$ cat src/rtl/adc_cfg_pkg.sv
// Shared types and constants for the ADC serial-configuration engine.
package adc_cfg_pkg;

    localparam int unsigned WORD_W     = 24;
    localparam int unsigned BIT_W      = 5;
    localparam int unsigned N_INIT_TBL = 4;
    localparam int unsigned TBL_IW     = $clog2(N_INIT_TBL);

    typedef logic [WORD_W-1:0] word_t;

    // {addr[7:0], data[15:0]}; entry 0 is the soft reset
    localparam word_t INIT_TABLE [N_INIT_TBL] = '{
        24'h000001,
        24'h140001,
        24'h0D0000,
        24'hFF0001
    };

    typedef enum logic [2:0] {
        ST_IDLE,
        ST_SETUP,
        ST_SHIFT,
        ST_HOLD,
        ST_GAP
    } sh_state_e;

    typedef enum logic [1:0] {
        CT_IDLE,
        CT_START,
        CT_RUN
    } ctl_state_e;

    // Bitwise 2-of-3 vote for the triplicated state and counters
    function automatic logic [7:0] maj3(input logic [7:0] a, input logic [7:0] b,
                                        input logic [7:0] c);
        return (a & b) | (a & c) | (b & c);
    endfunction

endpackage

$ cat src/rtl/adc_spi_shifter.sv
// Serialises one 24-bit word MSB first with setup, hold and inter-word gap;
// a start in the last gap cycle chains the next word without idle time.
module adc_spi_shifter
    import adc_cfg_pkg::*;
#(
    parameter int unsigned N_ADC    = 12,
    parameter int unsigned SCLK_DIV = 4
) (
    input  logic             clk_i,
    input  logic             rst_i,
    input  logic             start_i,
    input  word_t            word_i,
    input  logic [N_ADC-1:0] cs_b_i,
    output logic             done_c_o,
    output logic             sclk_o,
    output logic             sdata_o,
    output logic [N_ADC-1:0] cs_b_o
);

    localparam int unsigned      DIV_W     = $clog2(2 * SCLK_DIV);
    localparam logic [DIV_W-1:0] HALF_LAST = DIV_W'(SCLK_DIV - 1);
    localparam logic [DIV_W-1:0] HIGH_FROM = DIV_W'(SCLK_DIV);
    localparam logic [DIV_W-1:0] FULL_LAST = DIV_W'(2 * SCLK_DIV - 1);
    localparam logic [BIT_W-1:0] BIT_LAST  = BIT_W'(WORD_W - 1);

    sh_state_e        st_q  [3];
    logic [DIV_W-1:0] div_q [3];
    logic [BIT_W-1:0] bit_q [3];
    sh_state_e        st_v, st_d;
    logic [DIV_W-1:0] div_v, div_d;
    logic [BIT_W-1:0] bit_v, bit_d;
    word_t            shreg_q, shreg_d;
    logic [N_ADC-1:0] cs_pat_q, cs_pat_d;
    logic             sclk_q, sclk_d, sdata_q, sdata_d;
    logic [N_ADC-1:0] cs_b_q, cs_b_d;
    logic             active;

    assign st_v  = sh_state_e'(3'(maj3(8'(st_q[0]), 8'(st_q[1]), 8'(st_q[2]))));
    assign div_v = DIV_W'(maj3(8'(div_q[0]), 8'(div_q[1]), 8'(div_q[2])));
    assign bit_v = BIT_W'(maj3(8'(bit_q[0]), 8'(bit_q[1]), 8'(bit_q[2])));

    always_ff @(posedge clk_i) begin
        if (rst_i) begin
            for (int i = 0; i < 3; i++) begin
                st_q[i]  <= ST_IDLE;
                div_q[i] <= '0;
                bit_q[i] <= '0;
            end
            shreg_q  <= '0;
            cs_pat_q <= '1;
            sclk_q   <= 1'b0;
            sdata_q  <= 1'b0;
            cs_b_q   <= '1;
        end else begin
            for (int i = 0; i < 3; i++) begin
                st_q[i]  <= st_d;
                div_q[i] <= div_d;
                bit_q[i] <= bit_d;
            end
            shreg_q  <= shreg_d;
            cs_pat_q <= cs_pat_d;
            sclk_q   <= sclk_d;
            sdata_q  <= sdata_d;
            cs_b_q   <= cs_b_d;
        end
    end

    always_comb begin
        st_d     = st_v;
        div_d    = div_v + DIV_W'(1);
        bit_d    = bit_v;
        shreg_d  = shreg_q;
        cs_pat_d = cs_pat_q;
        done_c_o = 1'b0;
        case (st_v)
            ST_IDLE: begin
                div_d = '0;
                bit_d = '0;
                if (start_i) begin
                    st_d     = ST_SETUP;
                    shreg_d  = word_i;
                    cs_pat_d = cs_b_i;
                end
            end
            ST_SETUP: begin
                if (div_v == HALF_LAST) begin
                    st_d  = ST_SHIFT;
                    div_d = '0;
                end
            end
            ST_SHIFT: begin
                if (div_v == FULL_LAST) begin
                    div_d = '0;
                    if (bit_v == BIT_LAST) begin
                        st_d  = ST_HOLD;
                        bit_d = '0;
                    end else begin
                        bit_d   = bit_v + BIT_W'(1);
                        shreg_d = {shreg_q[WORD_W-2:0], 1'b0};
                    end
                end
            end
            ST_HOLD: begin
                if (div_v == HALF_LAST) begin
                    st_d  = ST_GAP;
                    div_d = '0;
                end
            end
            ST_GAP: begin
                if (div_v == FULL_LAST) begin
                    done_c_o = 1'b1;
                    div_d    = '0;
                    bit_d    = '0;
                    if (start_i) begin
                        st_d     = ST_SETUP;
                        shreg_d  = word_i;
                        cs_pat_d = cs_b_i;
                    end else begin
                        st_d = ST_IDLE;
                    end
                end
            end
            default: begin
                st_d  = ST_IDLE;
                div_d = '0;
                bit_d = '0;
            end
        endcase
        // Pins are registered copies of the next-state view
        active  = (st_d == ST_SETUP) || (st_d == ST_SHIFT) || (st_d == ST_HOLD);
        cs_b_d  = active ? cs_pat_d : '1;
        sdata_d = active ? shreg_d[WORD_W-1] : 1'b0;
        sclk_d  = (st_d == ST_SHIFT) && (div_d >= HIGH_FROM);
    end

    assign sclk_o  = sclk_q;
    assign sdata_o = sdata_q;
    assign cs_b_o  = cs_b_q;

endmodule

$ cat src/rtl/adc_cfg_sequencer.sv
// DCFEB ADC configuration engine: broadcasts the init table on an armed ADC_INIT
// and otherwise services single user register writes on the shared serial bus.
module adc_cfg_sequencer
    import adc_cfg_pkg::*;
#(
    parameter int unsigned N_ADC    = 12,
    parameter int unsigned SCLK_DIV = 4,
    parameter int unsigned N_INIT   = N_INIT_TBL
) (
    input  logic             CLK,
    input  logic             RST,
    input  logic             ADC_INIT,
    output logic             INIT_DONE,
    input  logic             USR_REQ,
    input  logic [7:0]       USR_ADDR,
    input  logic [15:0]      USR_DATA,
    input  logic [N_ADC-1:0] USR_CS_MASK,
    output logic             USR_ACK,
    output logic             BUSY,
    output logic             ADC_SCLK,
    output logic             ADC_SDATA,
    output logic [N_ADC-1:0] ADC_CS_B
);

    localparam int unsigned IDX_W = $clog2(N_INIT + 1);

    ctl_state_e       ct_q  [3];
    logic [IDX_W-1:0] idx_q [3];
    ctl_state_e       ct_v, ct_d;
    logic [IDX_W-1:0] idx_v, idx_d;
    logic             armed_q, armed_d, init_q, init_d;
    word_t            word_q, word_d, word_c;
    logic [N_ADC-1:0] mask_q, mask_d, cs_c;
    logic             done_q, done_d, ack_q, ack_d, busy_q, busy_d;
    logic             start_c, sh_done_c;

    assign ct_v  = ctl_state_e'(2'(maj3(8'(ct_q[0]), 8'(ct_q[1]), 8'(ct_q[2]))));
    assign idx_v = IDX_W'(maj3(8'(idx_q[0]), 8'(idx_q[1]), 8'(idx_q[2])));

    always_ff @(posedge CLK) begin
        if (RST) begin
            for (int i = 0; i < 3; i++) begin
                ct_q[i]  <= CT_IDLE;
                idx_q[i] <= '0;
            end
            armed_q <= 1'b1;
            init_q  <= 1'b0;
            word_q  <= '0;
            mask_q  <= '0;
            done_q  <= 1'b0;
            ack_q   <= 1'b0;
            busy_q  <= 1'b0;
        end else begin
            for (int i = 0; i < 3; i++) begin
                ct_q[i]  <= ct_d;
                idx_q[i] <= idx_d;
            end
            armed_q <= armed_d;
            init_q  <= init_d;
            word_q  <= word_d;
            mask_q  <= mask_d;
            done_q  <= done_d;
            ack_q   <= ack_d;
            busy_q  <= busy_d;
        end
    end

    always_comb begin
        ct_d    = ct_v;
        idx_d   = idx_v;
        armed_d = armed_q | ~ADC_INIT;
        init_d  = init_q;
        word_d  = word_q;
        mask_d  = mask_q;
        done_d  = 1'b0;
        ack_d   = 1'b0;
        start_c = 1'b0;
        case (ct_v)
            CT_IDLE: begin
                // Init beats a simultaneous user request
                if (armed_q && ADC_INIT) begin
                    ct_d    = CT_START;
                    init_d  = 1'b1;
                    idx_d   = '0;
                    armed_d = 1'b0;
                end else if (USR_REQ) begin
                    ct_d   = CT_START;
                    init_d = 1'b0;
                    word_d = {USR_ADDR, USR_DATA};
                    mask_d = USR_CS_MASK;
                end
            end
            CT_START: begin
                if (!init_q && (mask_q == '0)) begin
                    ack_d = 1'b1;
                    ct_d  = CT_IDLE;
                end else begin
                    start_c = 1'b1;
                    ct_d    = CT_RUN;
                    if (init_q) idx_d = idx_v + IDX_W'(1);
                end
            end
            CT_RUN: begin
                if (sh_done_c) begin
                    if (init_q && (idx_v < IDX_W'(N_INIT))) begin
                        start_c = 1'b1;
                        idx_d   = idx_v + IDX_W'(1);
                    end else begin
                        ct_d   = CT_IDLE;
                        done_d = init_q;
                        ack_d  = ~init_q;
                    end
                end
            end
            default: ct_d = CT_IDLE;
        endcase
        busy_d = (ct_d == CT_RUN);
    end

    assign word_c = init_q ? INIT_TABLE[TBL_IW'(idx_v)] : word_q;
    assign cs_c   = init_q ? '0 : ~mask_q;

    adc_spi_shifter #(
        .N_ADC   (N_ADC),
        .SCLK_DIV(SCLK_DIV)
    ) u_shifter (
        .clk_i   (CLK),
        .rst_i   (RST),
        .start_i (start_c),
        .word_i  (word_c),
        .cs_b_i  (cs_c),
        .done_c_o(sh_done_c),
        .sclk_o  (ADC_SCLK),
        .sdata_o (ADC_SDATA),
        .cs_b_o  (ADC_CS_B)
    );

    assign INIT_DONE = done_q;
    assign USR_ACK   = ack_q;
    assign BUSY      = busy_q;

endmodule

$ cat config.mk
export PLATFORM = sky130hd
export DESIGN_NAME = adc_cfg_sequencer
export DESIGN_NICKNAME = d
export VERILOG_FILES = /design/src/rtl/adc_cfg_pkg.sv /design/src/rtl/adc_spi_shifter.sv /design/src/rtl/adc_cfg_sequencer.sv
export SDC_FILE = /design/constraint.sdc
export NUM_CORES = 1
export LEC_CHECK = 0
export CORE_MARGIN = 4
export CORE_UTILIZATION = 40
export CTS_BUF_LIST = sky130_fd_sc_hd__clkbuf_8
export CTS_CLUSTER_DIAMETER = 150
export DETAILED_ROUTE_END_ITERATION = 12
export DONT_BUFFER_PORTS = 1
export SYNTH_ARGS = -nofsm -noshare
export SYNTH_HDL_FRONTEND = slang
export SYNTH_SLANG_ARGS = --single-unit
$ cat constraint.sdc
create_clock -name CLK -period 1.9 [get_ports CLK]
set_input_delay 0.38 -clock CLK [delete_from_list [all_inputs] [get_ports CLK]]
set_output_delay 0.38 -clock CLK [all_outputs]
set_load 0.01 [all_outputs]
### Yosys cells after proc, flatten, opt, wreduce, memory -nomap -nowiden

Memories as Yosys holds them, arrays and structs flattened.
Cells that the tools add are included.

* register bits: 91
* RAM bits: 48
* output and inout bits: 17
* logic and storage cells: 180
* memories: 5

Memories
* u_shifter.bit_q: depth 3, width 5, rd ports 3, clocked after Yosys merged registers in 0, write ports 3, line adc_spi_shifter.sv:28 `logic [BIT_W-1:0] bit_q [3];`
* idx_q: depth 3, width 3, rd ports 3, clocked after Yosys merged registers in 0, write ports 3, line adc_cfg_sequencer.sv:28 `logic [IDX_W-1:0] idx_q [3];`
* u_shifter.div_q: depth 3, width 3, rd ports 3, clocked after Yosys merged registers in 0, write ports 3, line adc_spi_shifter.sv:27 `logic [DIV_W-1:0] div_q [3];`
* u_shifter.st_q: depth 3, width 3, rd ports 3, clocked after Yosys merged registers in 0, write ports 3, line adc_spi_shifter.sv:26 `sh_state_e st_q [3];`
* ct_q: depth 3, width 2, rd ports 3, clocked after Yosys merged registers in 0, write ports 3, line adc_cfg_sequencer.sv:27 `ctl_state_e ct_q [3];`

* add/sub/neg operators: 3
* $lt $le $gt $ge: 3
* equality and inequality tests: 16
* mux-type cells: 72
* bitwise operators: 49
* reduce and logical (&&, ||, !) cells: 19

Operators by type and width (count)
* 24-bit two-way mux: 7
* 24-bit case mux with 3 select lines: 1
* 3-bit two-way mux: 22
* 24-bit binary-select mux with 2-bit select: 1
* 12-bit two-way mux: 3
* 5-bit two-way mux: 6
* 3-bit AND: 9
* 12-bit case mux with 2 select lines: 1
* 3-bit OR: 6
* 1-bit two-way mux: 16
* 2-bit two-way mux: 8
* 1-bit OR: 16
* 5-bit AND: 3
* 3-bit by 2-bit == test with 1-bit output, second input constant: 5
* 3-bit case mux with 5 select lines: 1
* 5-bit case mux with 3 select lines: 1
* 12-bit logical NOT: 1
* 12-bit NOT: 1
* 5-bit OR: 2
* 3-bit case mux with 3 select lines: 1
* 3-bit by 1-bit adder with 3-bit output, second input constant: 2
* 2-bit AND: 3
* 3-bit by 1-bit == test with 1-bit output, second input constant: 2
* 3-bit == test, second input constant: 2
* other kinds (26): 42

### Depth between registers and ports, before layout

An unclocked memory read counts as a cell.

* depth after elaboration: 17
* mapped depth: 9
* gate-level depth less buffers: 7

### By module

Synthesis repeated with hierarchy kept, for this count alone.

* cells, all modules: 533
* area, all modules: 4684.5 um^2

Modules (own cells, without submodules)
* adc_spi_shifter: instances 1, cells each 257, area each 2566.2 um^2, sequential area each 1221.2 um^2
* adc_cfg_sequencer: instances 1, cells each 276, area each 2118.3 um^2, sequential area each 920.9 um^2

### Worst setup path after synthesis

OpenSTA, ideal clock, no wires.

* path type: register -> register
* start: memory u_shifter.div_q[0][6] (netlist bit)
* end: register u_shifter.shreg_q[22]
* setup time: 0.122 ns
* arrival: 1.884 ns
* required time: 1.778 ns
* path slack: -0.105 ns
* stages on the path, launching flop included: 10
* path buffers: 2
* clock period less this slack: 2.005 ns
* cells stage by stage: dfxtp_1 ha_1 ha_1 nand2b_1 and3_4 a31o_1 buf_6 nor3_4 buf_6 a221o_1

RTL lines
* start, declared: line adc_spi_shifter.sv:27
* end signal, assigned: line adc_spi_shifter.sv:60 `shreg_q <= shreg_d;`
* end, declared: line adc_spi_shifter.sv:32 `word_t shreg_q, shreg_d;`

==> metrics.md <==
| Metric | Value |
|---|---|
| Status | `complete, but fails checks` |
| Failing checks | `setup timing` |
| Slew Viols, Final | `0` |
| Post-synthesis register bit count | `107` |
| Crit path capture type | `register` |
| Leading area contributor after synthesis | `dfxtp_1` |
| Fin area | `5570 um2` |
| RSZ-0062 raised after global routing | `true` |
| Antenna-violating nets left | `0` |
| Yosys warns | `0` |
| Most numerous cell in the Yosys netlist | `dfxtp_1` |
| Worst-Skew Late Latency | `0.40 ns` |
| Number of buffers added on ports | `0` |
| Area share of fa/ha/maj cells after synthesis | `3.30%` |
| P_leak | `0.00202 uW` |
| Placer congestion estimate | `0.843` |
| Ys flop type | `dfxtp_1` |
| CTS tree | `built` |
| DR vias/cell | `5.26` |
| Register-to-register setup slack | `-0.03 ns` |
| Initial core utilization | `41.5%` |
| Critical Path Fanout Max | `12` |
| Max cap viols | `0` |
| Largest net degree at the start of global routing | `74` |
| Area Overhead vs Synth | `22.2%` |
| Die Y | `115 um` |
| Commonest cells in the netlist | `dfxtp_1, nand2_1, a21oi_1` |
| Clock root buffer | `clkbuf_8` |
| Synth top area cells | `dfxtp_1, nand2_1, a21oi_1` |
| PwrDens | `901 nW/um2` |
| Hold Fails Final Rpt | `0` |
| Post-synthesis sequential area ratio | `47.0%` |
| Layout Nets | `607` |
| GRT Util Overall | `16.4%` |
| Clock buffer count from CTS | `9` |
| CP Data Arrival Time | `2.22 ns` |
| Routed length per instance | `15.0 um` |
| Final WL | `10500 um` |
| Largest family of logic cells by synthesized area | `simple AND/OR/NAND/NOR gates` |
| Chip width | `115 um` |
| Initial antenna violation count | `0` |
| Global route overflow | `0` |
| Post-synth ARST share | `0%` |
| Fill cell count | `1022` |
| Placed cell area | `5000 um2` |
| Initial drt markers | `176` |
| Tmin final | `1.93 ns` |
| Post-synth top area share | `47.0%` |
| Final worst setup slack | `-0.0263 ns` |
| Tightest Hold Check Type | `primary input to register` |
| DR DRC count | `0` |
| Xor/xnor share of the synthesized area | `0.385%` |
| Synth Instances | `522` |
| First-pass GRT wire length | `17300 um` |
| Worst Reg-to-Reg Cells | `8` |
| Worst Tran Pin Value | `0.625 ns` |
| Ant. Diodes | `0` |
| Syn Nets | `574` |
| Pre-antenna DRT Iters | `5` |
| Final setup vio count | `8` |
| Hold depth | `1` |
| Multi-input logic area | `2440 um2` |
| Row Count | `38` |
| Deepest clock path buffer count | `2` |
| Clk sinks | `107` |
| Htree depth | `3` |
| Core area | `11000 um2` |
| Proportion of layout cells with a drive suffix above 1 | `21.1%` |
| Dpl hpwl | `7060 um` |
| CP required | `2.19 ns` |
| Mux contribution to synthesized area | `3.30%` |
| I/O pin count | `57` |
| Maximum vdd drop | `0.762 mV` |
| Post-Synth Simple-Gate Area | `24.3%` |
| Clk slew on worst S/H paths | `0.11 ns` |
| Kind of critical path | `register to register` |
| Die area | `13200 um2` |
| Synthesized area per cell | `8.72 um2` |
| Setup TNS | `-0.0507 ns` |
| Mapped Area | `4550 um2` |
| FMAX | `519 MHz` |
| Count of cell types in the netlist | `56` |
| Critical path startpoint category | `register` |
| Post-synth EDFFs | `0` |
| Vias in the first global route | `3746` |
| Seq. cell area | `2150 um2` |
| Slew HR | `57.3%` |
| Fin crit share | `101%` |
| Layout Skew | `0.0100 ns` |
| Vias | `3683` |
| Synth Area in Compound Gates | `16.5%` |
| CTS Hold Bufs | `0` |
| Design Power | `5020 uW` |
## critical path, stage by stage, from the launching register on
cell and delay (ns):
dfxtp_4 0.37, ha_4 0.14, ha_4 0.18, nand4bb_4 0.13, nor3_2 0.25, a31o_4 0.18
buf_12 0.19, mux2i_2 0.28, nand2b_1 0.09
## layout make-up
type,count,area share [%]
clock buffer,9,2.23
clock inverter,7,1.84
timing repair buffer,56,9.01
inverter,19,1.28
sequential,107,38.6
multi-input combinational,362,43.9
tap,140,3.15
## layout by cell type, fill, tap and decap left out, types with 2 or more instances in the layout
cell type  count
a211oi_1       3
a21oi_1       47
a21oi_2        2
a221o_1       20
a22oi_1        3
a31oi_1        3
a32oi_1        2
and2_1        15
and3_1         2
buf_12         5
buf_4         46
buf_6          5
clkbuf_8       9
dfxtp_1      104
dfxtp_2        2
ha_1          10
ha_4           2
inv_1         19
inv_8          2
mux2i_1        4
mux2i_2        7
mux2i_4        4
nand2_1      102
nand2b_1      19
nand2b_4       2
nand3_1        4
nand3b_1       3
nand4_1        3
nor2_1        36
nor2_4         2
nor2b_1        4
nor2b_4        2
nor3_1        10
nor3_2         2
nor3_4         2
o21ai_0        8
o22ai_1        3
o32a_1         3
or4_1          2
## path summary, 6_finish.rpt
check,startpoint,end
max reg2reg,u_shifter.div_q[0][6],u_shifter.cs_pat_q[7]
min,RST,word_q[2]
min reg2reg,u_shifter.div_q[0][6],u_shifter.div_q[0][6]
max,u_shifter.div_q[0][6],u_shifter.cs_pat_q[7]
## state kept, by name, indices dropped and copies added, names as in the netlist, 2 cells and up
register,count
word_q,24
u_shifter.cs_pat_q,12
u_shifter.bit_q,5
u_shifter.cs_b_o,12
idx_q,3
ct_q,2
mask_q,12
u_shifter.div_q,3
u_shifter.st_q,3
u_shifter.shreg_q,24
## per-stage QoR
step,setup slack (ns),std cells,utilization (%),hold slack [ns]
floorplan,0.00401,522,-,0.413
global placement,-0.139,677,45.6,0.420
detailed placement,-0.270,677,45.6,0.431
CTS,-0.0509,695,48.2,0.0153
global route,-0.100,700,50.7,0.00912
finish,-0.0263,700,50.7,0.0467
## power breakdown
part	internal, uW	leakage [uW]	switching (uW)
sequential	2350	0.000870	79.0
clock	662	0.000114	867
combinational	480	0.00104	577
total	3490	0.00202	1520
## metal layers
metal  vias up  GRT usage (%)  part of all wire, %
met3        12           5.92                  5.2
met4         0           5.95                  1.3
li1       1863              -                    -
met5         -              0                    0
met2        61           26.4                   48
met1      1747           20.3                   46
## kinds of logic (layout without fill, tap and decap cells)
logic type | count (synthesis) | after routing
adder cells (fa/ha/maj) | 12 | 12
XOR/XNOR | 2 | 2
flip-flops | 107 | 107
AO/OA/AOI/OAI | 110 | 110
buffers and inverters | 53 | 91
AND/OR/NAND/NOR | 223 | 223
multiplexers | 15 | 15
## what timing repair did
item                       4_1_cts  5_1_grt
resized for setup               15       47
hold endpoints to repair         0        0
pin swaps                        4       17
gates cloned                     0        1
buffers inserted                 2        5
setup endpoints to repair       47       52
Power figures use the tool's default switching activity.
==> RTL edit (same settings) <==
Reset style: asynchronous (`RST` and `rst_i`), changed in 2 clocked blocks.
--- a/src/rtl/adc_spi_shifter.sv
+++ b/src/rtl/adc_spi_shifter.sv
@@ -39,7 +39,7 @@
     assign div_v = DIV_W'(maj3(8'(div_q[0]), 8'(div_q[1]), 8'(div_q[2])));
     assign bit_v = BIT_W'(maj3(8'(bit_q[0]), 8'(bit_q[1]), 8'(bit_q[2])));
 
-    always_ff @(posedge clk_i) begin
+    always_ff @(posedge clk_i or posedge rst_i) begin
         if (rst_i) begin
             for (int i = 0; i < 3; i++) begin
                 st_q[i]  <= ST_IDLE;
--- a/src/rtl/adc_cfg_sequencer.sv
+++ b/src/rtl/adc_cfg_sequencer.sv
@@ -37,7 +37,7 @@
     assign ct_v  = ctl_state_e'(2'(maj3(8'(ct_q[0]), 8'(ct_q[1]), 8'(ct_q[2]))));
     assign idx_v = IDX_W'(maj3(8'(idx_q[0]), 8'(idx_q[1]), 8'(idx_q[2])));
 
-    always_ff @(posedge CLK) begin
+    always_ff @(posedge CLK or posedge RST) begin
         if (RST) begin
             for (int i = 0; i < 3; i++) begin
                 ct_q[i]  <= CT_IDLE;
Check against the original RTL: differs if RST is asserted again (counterexample within 4 cycles, from zero or initial values and one cycle with RST high); with RST held inactive, the same outputs for 10 cycles.
==> RTL edit against the unedited design <==
The run still ends with setup timing left. Non-clock buffer count down 12. Sequential cell count is the same. Final area increased by 3.0%. Sequential share of layout area is 8.7 points higher. Worst setup slack lost 26 ps. Count of clock-buffer cells in the layout unchanged. Wire length is 0.48% lower. Synthesized area up 4.9%. Die area grew 4.6%. Largest cell class is now flip-flops and latches.
Power is not compared: it rests on default switching activity, and its combinational part moved more than twofold at a synthesized area within 25%.
==> RTL edit: results (changes against the unedited design) <==
status: "finished, violations left"  # unchanged
violations: "setup timing"  # unchanged
path_class: "flip-flop to flip-flop"  # unchanged
drtIter0Drc: 203  # was 176
numPortBuffers: 0  # unchanged
synthArstFlopShare_pct: 100.0  # was 0%
internal-power_mw: 2.772
ys_seq_area_share_pct: 56.68  # was 47.03%
synth_compound_area_share_pct: 14.42  # was 16.48%
ys_warn_count: 0  # unchanged
routabilityCongestion: 0.8082  # was 0.8429
syn_nets: 470  # was 574
muxShareOfSynthArea_pct: 9.529  # was 3.297%
use_met3_pct: 3.802  # was 5.920%
finalWirelength_um: 10470  # was 10,520 um
leakagePower_nw: 2.548
worstReg2RegStart: "u_shifter.div_q[6]"  # was u_shifter.div_q[0][6]
nets: 501  # was 607
routed_via_density: 5.554  # was 5.261
slew_headroom_pct: 63.07  # was 57.25%
cp_max_fo: 8  # was 12
drive_above_1_share_pct: 33.92  # was 21.07%
grt_pass1_vias: 3400  # was 3,746
synthFlopType: "dfrtp_1"  # was dfxtp_1
n_fill_cell: 1017  # was 1,022
clkSlewWorstSetupHoldPaths_ps: 110  # about the same
grt.total_usage_pct: 14.99  # was 16.42%
avgSynthCellArea_um2: 11.43  # was 8.725 um^2
grt_pass1_wl_um: 17020  # was 17,350 um
hp-class: "primary input to asynchronous set/reset pin"  # was primary input to flip-flop
synth_xor_area_share_pct: 0.3665  # was 0.3846%
instances_no_fill: 597  # was 700
synthAdderAreaFrac_pct: 3.141  # was 3.297%
htreeDepth: 3  # unchanged
ys_top_cells_by_count: "dfrtp_1 (82), nand2_1 (63), mux2_2 (36), dfstp_2 (25), nor2_1 (18)"  # was dfxtp_1 (107), nand2_1 (102), a21oi_1 (50), nor2_1 (37), clkbuf_1 (22)
post_cts_resized: 13  # was 15
setup_violations: 34  # was 8
grt_antenna_before_repair: 0  # unchanged
dp.cells: 568  # was 677
critPathSlowestCell: "dfrtp_1"  # was dfxtp_4
synth_cell_type_count: 47  # was 56
clock_latency_ps: 380  # was 400 ps
antenna_cells: 0  # unchanged
firstDrtPassIters: 4  # was 5
max-vdd-ir-drop_mv: 0.3850
clock-root-buffer: "clkbuf_8"  # unchanged
use_met2_pct: 24.75  # was 26.43%
slowest_delay_ps: 420  # was 370 ps
fin_tns_setup_ps: -952.7  # was -50.69 ps
cts_setup_buffers: 2  # unchanged
skew_ps: 11.39  # was 10.02 ps
numCtsBuffers: 9  # unchanged
arrival_ps: 2230
largestRegisters: "u_shifter.shreg_q (24), word_q (24)"  # unchanged
grtUsageMet1_pct: 19.66  # was 20.33%
grt_max_degree: 108  # was 74
netlist_top_cells_area: "dfrtp_1 (43%), dfstp_2 (14%), mux2_2 (8.5%)"  # was dfxtp_1 (47%), nand2_1 (8.4%), a21oi_1 (5.5%)
worstReg2RegEnd: "u_shifter.shreg_q[19]"  # was u_shifter.cs_pat_q[7]
dp_hpwl_um: 6761  # was 7064 um
fin_ws_ps: -52.24  # was -26.32 ps
[RTL edit: final cells by class]
class                      instances  area [um^2]  area share (%)
tap                              143        178.9           3.122
multi-input combinational        273         2130           37.15
sequential                       107         2710           47.28
clock buffer                       9        123.9           2.161
timing repair buffer              44        480.5           8.382
inverter                          14        56.30          0.9823
clock inverter                     7        52.55          0.9168
[RTL edit: power by group through the flow]
stage | Clock (mW) | Combinational (mW) | Sequential [mW]
floorplan | 0 | 0.0361 | 2.32
global route | 1.46 | 0.0602 | 2.28
finish | 1.31 | 0.0501 | 2.28
global placement | 0 | 0.0537 | 2.32
detailed placement | 0 | 0.0540 | 2.32
CTS | 1.34 | 0.0541 | 2.28
[RTL edit: worst min path at each step]
stage,startpoint,slack (ps),cells after the start,endpoint
floorplan,mask_q[11],440,1,u_shifter.cs_pat_q[11]
global placement,u_shifter.shreg_q[14],450,2,u_shifter.shreg_q[15]
detailed placement,RST,460,2,word_q[14]
CTS,RST,40,2,word_q[16]
global route,ADC_INIT,30,1,armed_q
finish,RST,8,2,word_q[14]
[RTL edit: metal layers]
layer	vias to the layer above	wire, um
li1	1580	-
met1	1657	4771
met2	67	5163
met3	12	411
met4	0	121
met5	-	0
[RTL edit: worst max-delay path: cells and delay by family, from the launching register on]
| family | cells | cell delay (ps) |
|---|---|---|
| AOI/OAI and AO/OA | 3 | 530 |
| DFF | 1 | 420 |
| and+or+nand+nor | 2 | 420 |
| adders and majority gates | 2 | 340 |
| buffers and inverters | 1 | 130 |
[RTL edit: through the flow]
stage | worst slack (ps) | instance area, um^2
finish | -52.24 | 5732
global route | -148.6 | 5732
CTS | -12.53 | 5430
detailed placement | -151.8 | 5152
global placement | -32.76 | 5152
floorplan | -75.57 | 4815
